[src/rtl/flow_ctrl_fsm.sv]
// Flow-control controller: threshold latch/validation, IDLE/ACTIVE tracking, per-channel pop counters.
// Optional clear-on-read of counters: define CONTADOR_CLR_ON_READ_EN.
module flow_ctrl_fsm #(
  parameter  int NUM_CH     = 8,
  parameter  int FIFO_DEPTH = 8,
  parameter  int CNT_W      = 5,
  localparam int TH_W       = $clog2(FIFO_DEPTH),
  localparam int IDX_W      = $clog2(NUM_CH)
) (
  input  logic             clk,
  input  logic             reset,
  input  logic             init,
  input  logic [TH_W-1:0]  alto,
  input  logic [TH_W-1:0]  bajo,
  input  logic [NUM_CH-1:0] empty_fifos,
  input  logic [NUM_CH-1:0] pop_valid,
  input  logic             req,
  input  logic [IDX_W-1:0] idx,
  output logic [TH_W-1:0]  alto_out,
  output logic [TH_W-1:0]  bajo_out,
  output logic             idle_out,
  output logic             active_out,
  output logic             error_out,
  output logic             valid_contador,
  output logic [CNT_W-1:0] contador_out
);

  typedef enum logic [2:0] {
    S_RESET  = 3'd0,
    S_INIT   = 3'd1,
    S_IDLE   = 3'd2,
    S_ACTIVE = 3'd3,
    S_ERROR  = 3'd4
  } state_t;

  state_t state_q, state_d;

  logic [TH_W-1:0]  alto_q, bajo_q;
  logic [CNT_W-1:0] cnt_q [NUM_CH];
  logic [CNT_W-1:0] cnt_d [NUM_CH];
  logic             valid_q;
  logic [CNT_W-1:0] rd_q;

  logic all_empty, cnt_en, rd_accept, idx_ok;

  assign all_empty = &empty_fifos;
  assign cnt_en    = (state_q == S_IDLE) || (state_q == S_ACTIVE);
  assign rd_accept = (state_q == S_IDLE) && req;
  assign idx_ok    = int'(idx) < NUM_CH;

  always_ff @(posedge clk or posedge reset) begin
    if (reset) state_q <= S_RESET;
    else       state_q <= state_d;
  end

  // init wins over empty-flag transitions; ERROR is left only through reset
  always_comb begin
    state_d = state_q;
    case (state_q)
      S_RESET: state_d = S_INIT;
      S_INIT: begin
        if (!init) begin
          if (bajo_q >= alto_q) state_d = S_ERROR;
          else if (all_empty)   state_d = S_IDLE;
          else                  state_d = S_ACTIVE;
        end
      end
      S_IDLE: begin
        if (init)            state_d = S_INIT;
        else if (!all_empty) state_d = S_ACTIVE;
      end
      S_ACTIVE: begin
        if (init)           state_d = S_INIT;
        else if (all_empty) state_d = S_IDLE;
      end
      S_ERROR: state_d = S_ERROR;
      default: state_d = S_RESET;
    endcase
  end

  always_comb begin
    idle_out   = 1'b0;
    active_out = 1'b0;
    error_out  = 1'b0;
    case (state_q)
      S_IDLE:   idle_out   = 1'b1;
      S_ACTIVE: active_out = 1'b1;
      S_ERROR:  error_out  = 1'b1;
      default:  ;
    endcase
  end

  always_ff @(posedge clk or posedge reset) begin
    if (reset) begin
      alto_q <= '0;
      bajo_q <= '0;
    end else if (state_q == S_INIT && init) begin
      alto_q <= alto;
      bajo_q <= bajo;
    end
  end

  assign alto_out = alto_q;
  assign bajo_out = bajo_q;

  // Counters clear while in RESET and on the edge that enters INIT
  always_comb begin
    cnt_d = cnt_q;
    if (state_q == S_RESET || (state_d == S_INIT && state_q != S_INIT)) begin
      for (int i = 0; i < NUM_CH; i++) cnt_d[i] = '0;
    end else begin
      for (int i = 0; i < NUM_CH; i++) begin
        if (cnt_en && pop_valid[i]) cnt_d[i] = cnt_q[i] + CNT_W'(1);
      end
`ifdef CONTADOR_CLR_ON_READ_EN
      if (rd_accept && idx_ok) cnt_d[idx] = pop_valid[idx] ? CNT_W'(1) : '0;
`endif
    end
  end

  always_ff @(posedge clk or posedge reset) begin
    if (reset) begin
      for (int i = 0; i < NUM_CH; i++) cnt_q[i] <= '0;
    end else begin
      cnt_q <= cnt_d;
    end
  end

  // Read returns the pre-increment value; out-of-range index reads as zero
  always_ff @(posedge clk or posedge reset) begin
    if (reset) begin
      valid_q <= 1'b0;
      rd_q    <= '0;
    end else begin
      valid_q <= rd_accept;
      if (rd_accept) rd_q <= idx_ok ? cnt_q[idx] : '0;
    end
  end

  assign valid_contador = valid_q;
  assign contador_out   = rd_q;

endmodule

[config.mk]
export PLATFORM = sky130hd
export DESIGN_NAME = flow_ctrl_fsm
export DESIGN_NICKNAME = d
export VERILOG_FILES = /design/src/rtl/flow_ctrl_fsm.sv
export SDC_FILE = /design/constraint.sdc
export NUM_CORES = 1
export LEC_CHECK = 0
export ABC_AREA = 1
export BUFFER_PORTS_ARGS = -buffer_cell sky130_fd_sc_hd__buf_4
export CORE_MARGIN = 4
export CORE_UTILIZATION = 40
export DETAILED_ROUTE_END_ITERATION = 8
export GPL_ROUTABILITY_DRIVEN = 0
export REMOVE_ABC_BUFFERS = 1
export SETUP_SLACK_MARGIN = 0.02
export SLEW_MARGIN = 20
export SYNTH_ARGS = -nofsm -noshare
export SYNTH_HDL_FRONTEND = slang
export SYNTH_SLANG_ARGS = --single-unit
[constraint.sdc]
create_clock -name clk -period 2.48 [get_ports clk]
set_clock_uncertainty 0.1 [all_clocks]
set_input_delay 0.496 -clock clk [delete_from_list [all_inputs] [get_ports clk]]
set_output_delay 0.496 -clock clk [all_outputs]
set_load 0.02 [all_outputs]
==> results of run 1 <==
-- registers in the layout, indices dropped and copies added, names as in the netlist --
name and flops:
valid_contador 1, bajo_out 3, contador_out 5, cnt_q 40, alto_out 3, state_q 3
-- synthesized netlist by cell type, drive strengths merged --
cell type and count:
o22ai 4, xor2 28, nor2 51, nand3b 2, o221ai 4, clkinv 1
nand2 61, xnor2 4, o211ai 4, nand3 52, mux2 3, and2 1
inv 39, clkbuf 5, a21oi 18, buf 5, ha 11, nand4 1
dfrtp 55, o21ai 26
-- power groups by stage --
stage	Clock, mW	Combinational [mW]	Sequential [mW]
4_1_cts	0.629	1.42	1.29
2_1_floorplan	0	0.838	1.36
3_3_place_gp	0	1.40	1.29
6_report	0.617	1.40	1.29
5_1_grt	0.677	1.59	1.32
3_5_place_dp	0	1.42	1.30
-- per-layer routing --
metal / wire [um] / part of all wire, %
met1: 3424 / 48
met3: 207 / 2.9
met2: 3495 / 49
met4: 42 / 0.59
met5: 0 / 0
-- through the flow --
step                power [mW]  cell area [sq um]
floorplan                2.202               3045
global placement         2.691               3522
detailed placement       2.721               3522
CTS                      3.338               3635
global route             3.589               3635
finish                   3.305               3635
-- worst reg2reg max path, delay by kind of cell, from the launching register on --
family                   cells  cell delay, ps
AND/OR/NAND/NOR              5             500
buffers and inverters        2             440
flip-flops                   1             360
adder cells (fa/ha/maj)      1             300
AO/OA/AOI/OAI                2             270
-- worst paths after layout --
kind	to	slack [ps]	cells after the start
max in group asynchronous	cnt_q[9]$_DFFE_PP0P_	1570	3
worst max register to register	cnt_q[36]$_DFFE_PP0P_	380	10
min in group clk	bajo_out[1]$_DFFE_PP0P_	290	2
worst min-delay path	bajo_out[0]$_DFFE_PP0P_	70	2
worst max-delay path	cnt_q[36]$_DFFE_PP0P_	380	10
worst min register to register	contador_out[4]$_DFFE_PP0P_	430	2
-- cell families after synthesis --
| group | count (synthesis) | share of synthesized area [%] |
|---|---|---|
| AO/OA/AOI/OAI | 56 | 10.58 |
| XOR/XNOR | 32 | 9.014 |
| adder cells (fa/ha/maj) | 11 | 4.426 |
| buffers and inverters | 50 | 6.881 |
| flip-flops | 55 | 44.27 |
| multiplexers | 3 | 1.086 |
| AND/OR/NAND/NOR | 168 | 23.74 |
-- placed cells by master, fill, tap and decap left out, types with 2 or more instances in the layout --
cell type  count
nand3b_1       2
a21oi_1       13
clkbuf_8       5
xnor2_1        4
o21ai_0       26
ha_1          11
inv_1         34
buf_4         47
o22ai_1        4
a21oi_2        5
dfrtp_1       55
mux2_2         3
nor2_4         2
nor2_1        48
inv_2          5
xor2_1        28
nand2_1       58
o221ai_1       4
nand3_1       52
nand2_2        2
o211ai_1       4
-- cell type report --
class                      instances  area (sq um)  area share (%)
multi-input combinational        270          1519           41.79
clock inverter                     3         43.79           1.205
clock buffer                       5         68.82           1.893
tap                               99         123.9           3.408
timing repair buffer              47         352.8           9.707
sequential                        55          1376           37.87
inverter                          40         150.1           4.131
==> flow_metrics.tcl, run 1 <==
set metrics [dict create \
    status "finished clean" \
    cp-end-kind "register" \
    wl_um 7170 \
    p_leak_nw 1.945 \
    synth_top_area_share_pct 44.27 \
    drt_iter0_drc 72 \
    switching_power_mw 1.411 \
    place_inst 511 \
    die_area_sq_um 9248 \
    slowest_delay_ps 380 \
    vias 2597 \
    cpMaxStageDelayCell "inv_2" \
    cp_common_cell "nand2_1" \
    place_hpwl_um 5409 \
    swShare_pct 42.68 \
    grt_first_pass_wirelength_um 12380 \
    clk_latency_ps 320 \
    rows 31 \
    busiest_layer "met2" \
    tightestPinTransition_ps 482.3 \
    die_height_um 96.17 \
    worst_slack_ps 379.6 \
    synth-seq-area-share_pct 44.27 \
    start_util_pct 41.97 \
    nNetsFinal 459 \
    final_util_pct 49.06 \
    rsz0062_at_grt "no" \
    relSlewSlack_pct 67.81 \
    path_max_fanout 24 \
    stdcell_count 519 \
    io_pins 44 \
    cts_tree "yes" \
    start_kind "register" \
    crit_family "simple AND/OR/NAND/NOR gates" \
    path_cells "inv_1 > ha_1 > a21oi_1 > nand2_1 > nand3b_1 > nand2_1 > nand2_1 > nand2_4 > inv_2 > a21oi_1" \
    cts.sinks 55 \
    synth_area_leader_cell "dfrtp_1" \
    power_density_nw_per_um2 909.3 \
    clk_path_buf_depth 2 \
    dr.pass1.iters 4 \
    min_period_ps 2100 \
    hold_violations 0 \
    grtUsageMet1_pct 23.68 \
    fin_tns_setup_ps 0 \
    coreArea_sq_um 7408 \
    p_comb_share_pct 42.4 \
    p_int_mw 1.894 \
    power_frac_seq_pct 38.9 \
    postCtsSetupBuffers 0 \
    synthCells 375 \
    regToRegStartpoint "alto_out[2]$_DFFE_PP0P_" \
    synth_cell_types 27 \
    holdWs_ps 69.87 \
    worstPathArrival_ps 2180 \
    viasPerCell 5.004 \
    required_ps 2560 \
    hold_path_class "input pin to async pin" \
    numCtsBuffers 5 \
    cap_violations 0 \
    port_buffers 43 \
    h-tree-depth 2 \
    ys_ff_latch 55 \
    cp.buffers_inverters 2 \
    grtUsageTotal_pct 17.24 \
    yosys_warnings 0 \
    min_period_over_period_pct 84.69 \
    netlist_area_sq_um 3109 \
    synthTopCellsByArea "dfrtp_1 44%, nand3_1 8.4%, xor2_1 7.9%, nand2_1 7.0%, nor2_1 5.8%" \
    ant_nets 0 \
    antenna_cells 0 \
    grt_pass1_vias 2583 \
    cts_root_buf "clkbuf_8" \
    slew_violations 0 \
    layout-drive-gt1-share_pct 17.62 \
    hold_buffers 0 \
    critPathLaunch "alto_out[2]$_DFFE_PP0P_" \
    wl_per_cell_um 13.82 \
    path_class "register to register" \
    use_met3_pct 3.753 \
    fmax_mhz 476.1 \
    grt_max_degree 25 \
    antenna_found_initial 0 \
    post-route-drc-count 0 \
    timing.final.setup_violations 0 \
    die_w_um 96.17 \
    grt_use_met2_pct 28.12 \
    place_ws_ps 408.7 \
    area_growth_pct 16.90 \
    p_clk_share_pct 18.7 \
    ir_drop_mv 0.5278 \
    cts.clk_slew.worst_paths_ps 110 \
    ctsResizeCount 0 \
    overflow 0 \
    syn_avg_cell_area_sq_um 8.291 \
    fill_cells 711 \
]
No activity file was read; power rests on OpenSTA's default activity.
==> run 2, diff against run 1 <==
==> constraint.sdc (replaced) <==
create_clock -name clk -period 1.7 [get_ports clk]
set_clock_uncertainty 0.1 [all_clocks]
set_input_delay 0.34 -clock clk [delete_from_list [all_inputs] [get_ports clk]]
set_output_delay 0.34 -clock clk [all_outputs]
set_load 0.02 [all_outputs]
==> run 2 against run 1 <==
The flow now finishes with violations (setup timing). Critical endpoint is now cnt_q[19]$_DFFE_PP0P_. Final cell count grew 3.9%. Critical path type unchanged. Sequential power rose by 47%. Critical path depth increased by 2. First-iteration DRC count rose by 43%.
==> flow_metrics.tcl, run 2 (synthesis results as in run 1) <==
set metrics [dict create \
    largest_reg_flops 40 \
    antenna_cells 0 \
    hold_violations 0 \
    timing.final.setup_violations 40 \
    place_inst 522 \
    final_cell_mix "57 x buf_4, 54 x dfrtp_1, 53 x nand2_1, 46 x nor2_1, 34 x nand3_1" \
    power_density_nw_per_um2 1450 \
    violations "setup timing" \
    r2r_slack_ps -160 \
    regToRegStartpoint "bajo_out[0]$_DFFE_PP0P_" \
    dr.pass1.iters 4 \
    path_cells "inv_1 > ha_1 > inv_1 > nand2_1 > nand2_1 > nand3_1 > nand2_2 > a21oi_4 > nand2_8 > clkbuf_16 > nand3_2 > nand2_1" \
    p_comb_share_pct 54.7 \
    antenna_found_initial 0 \
    clk_latency_ps 310 \
    hold_end "alto_out[0]$_DFFE_PP0P_" \
    nNetsFinal 479 \
    stdcell_count 539 \
    min_period_over_period_pct 109.1 \
    vias 2699 \
    place_hpwl_um 5441 \
    regMostFlops "cnt_q" \
    cts.sinks 55 \
    cap_violations 0 \
    overflow 0 \
    die_area_sq_um 9248 \
    worstPathArrival_ps 1960 \
    timing.rr.end "cnt_q[19]$_DFFE_PP0P_" \
    fmax_mhz 539.0 \
    power_mw 5.876 \
    power_frac_seq_pct 32.3 \
    rows 31 \
    clk_path_buf_depth 2 \
    grt_pass1_vias 2509 \
    ant_nets 0 \
    io_pins 44 \
    final_common_cell "buf_4" \
    hold_start "alto[0]" \
    cts_tree "yes" \
    path_max_fanout 6 \
    rsz0062_at_grt "yes" \
    area_growth_pct 30.38 \
    wl_per_cell_um 14.37 \
    grtUsageTotal_pct 16.72 \
    die_height_um 96.17 \
    holdWs_ps 161.3 \
    tightestPinTransition_ps 327.7 \
    port_buffers 43 \
    numCtsBuffers 5 \
    cpMaxStageDelayCell "dfrtp_1" \
    min_path_cells 2 \
    grt_max_degree 56 \
    status "finished, violations left" \
    slew_violations 0 \
    place_ws_ps -123.3 \
    reg2regPathDepth 12 \
    worst_slack_ps -155.4 \
    final_util_pct 54.72 \
    switching_power_mw 2.461 \
    cts_root_buf "clkbuf_8" \
    min_period_ps 1855 \
    path_class "register to register" \
    p_leak_nw 2.085 \
    swShare_pct 41.88 \
    ir_drop_mv 0.7401 \
    grt_first_pass_wirelength_um 12170 \
    start_kind "register" \
    h-tree-depth 2 \
    die_w_um 96.17 \
    required_ps 1800 \
    start_util_pct 41.97 \
    slowest_delay_ps 360 \
    p_clk_share_pct 12.9 \
    p_int_mw 3.415 \
    viasPerCell 5.007 \
    cts.clk_slew.worst_paths_ps 100 \
    coreArea_sq_um 7408 \
    post-route-drc-count 0 \
    layout-drive-gt1-share_pct 28.64 \
    relSlewSlack_pct 78.15 \
    cp_common_cell "nand2_1" \
    hold_path_class "input pin to register" \
    wl_um 7743 \
    drt_iter0_drc 103 \
    cp-end-kind "register" \
]
-- run 2: layer usage --
| metal | track usage [%] | part of all wire (%) |
|---|---|---|
| met5 | 0 | 0 |
| met4 | 3.555 | 0.79 |
| met3 | 3.440 | 2.8 |
| met2 | 27.26 | 51 |
| met1 | 22.87 | 46 |
-- run 2: power groups by stage --
stage / Sequential [mW] / Combinational (mW) / Clock [mW]
6_report: 1.90 / 3.22 / 0.760
5_1_grt: 1.94 / 3.51 / 0.854
4_1_cts: 1.88 / 2.61 / 0.791
3_5_place_dp: 1.90 / 2.54 / 0
3_3_place_gp: 1.89 / 2.50 / 0
2_1_floorplan: 1.99 / 1.22 / 0
-- run 2: per-stage QoR --
step / instance area (sq um) / setup TNS [ps]
CTS: 3812 / -2771
global placement: 3680 / -2587
finish: 4054 / -5497
floorplan: 3045 / -14200
global route: 4054 / -9516
detailed placement: 3680 / -4014
-- run 2: worst max path at each step --
stage	start	endpoint	cells past startpoint	slack, ps
2_1_floorplan	alto_out[2]$_DFFE_PP0P_	cnt_q[21]$_DFFE_PP0P_	10	-340
3_3_place_gp	alto_out[2]$_DFFE_PP0P_	cnt_q[21]$_DFFE_PP0P_	11	-80
3_5_place_dp	alto_out[2]$_DFFE_PP0P_	cnt_q[31]$_DFFE_PP0P_	11	-120
4_1_cts	alto_out[2]$_DFFE_PP0P_	cnt_q[7]$_DFFE_PP0P_	12	-100
5_1_grt	alto_out[1]$_DFFE_PP0P_	cnt_q[35]$_DFFE_PP0P_	12	-250
6_report	bajo_out[0]$_DFFE_PP0P_	cnt_q[19]$_DFFE_PP0P_	12	-160
-- run 2: layout make-up --
type | instances | area (sq um)
Clock buffer | 7 | 86.33
Fill cell | 711 | 3354
Tap cell | 99 | 123.9
Sequential cell | 55 | 1378
Clock inverter | 1 | 8.758
Timing Repair Buffer | 67 | 619.3
Multi-Input combinational cell | 270 | 1685
Inverter | 40 | 152.6
-- run 2: critical path, delay by kind of cell (launching register included) --
kind                       cells  cell delay (ps)
and+or+nand+nor                7              530
DFF                            1              360
buffers and inverters          3              270
adders and majority gates      1              260
AOI/OAI and AO/OA              1              210
-- run 2: repair_timing --
action                                  4_1_cts  5_1_grt
resized for setup                             7       32
pin swaps                                     2       15
hold buffers                                  1        0
gates cloned                                  0        3
hold endpoints to repair                     55        0
buffers inserted                              1        4
endpoints found under the setup margin       42       43
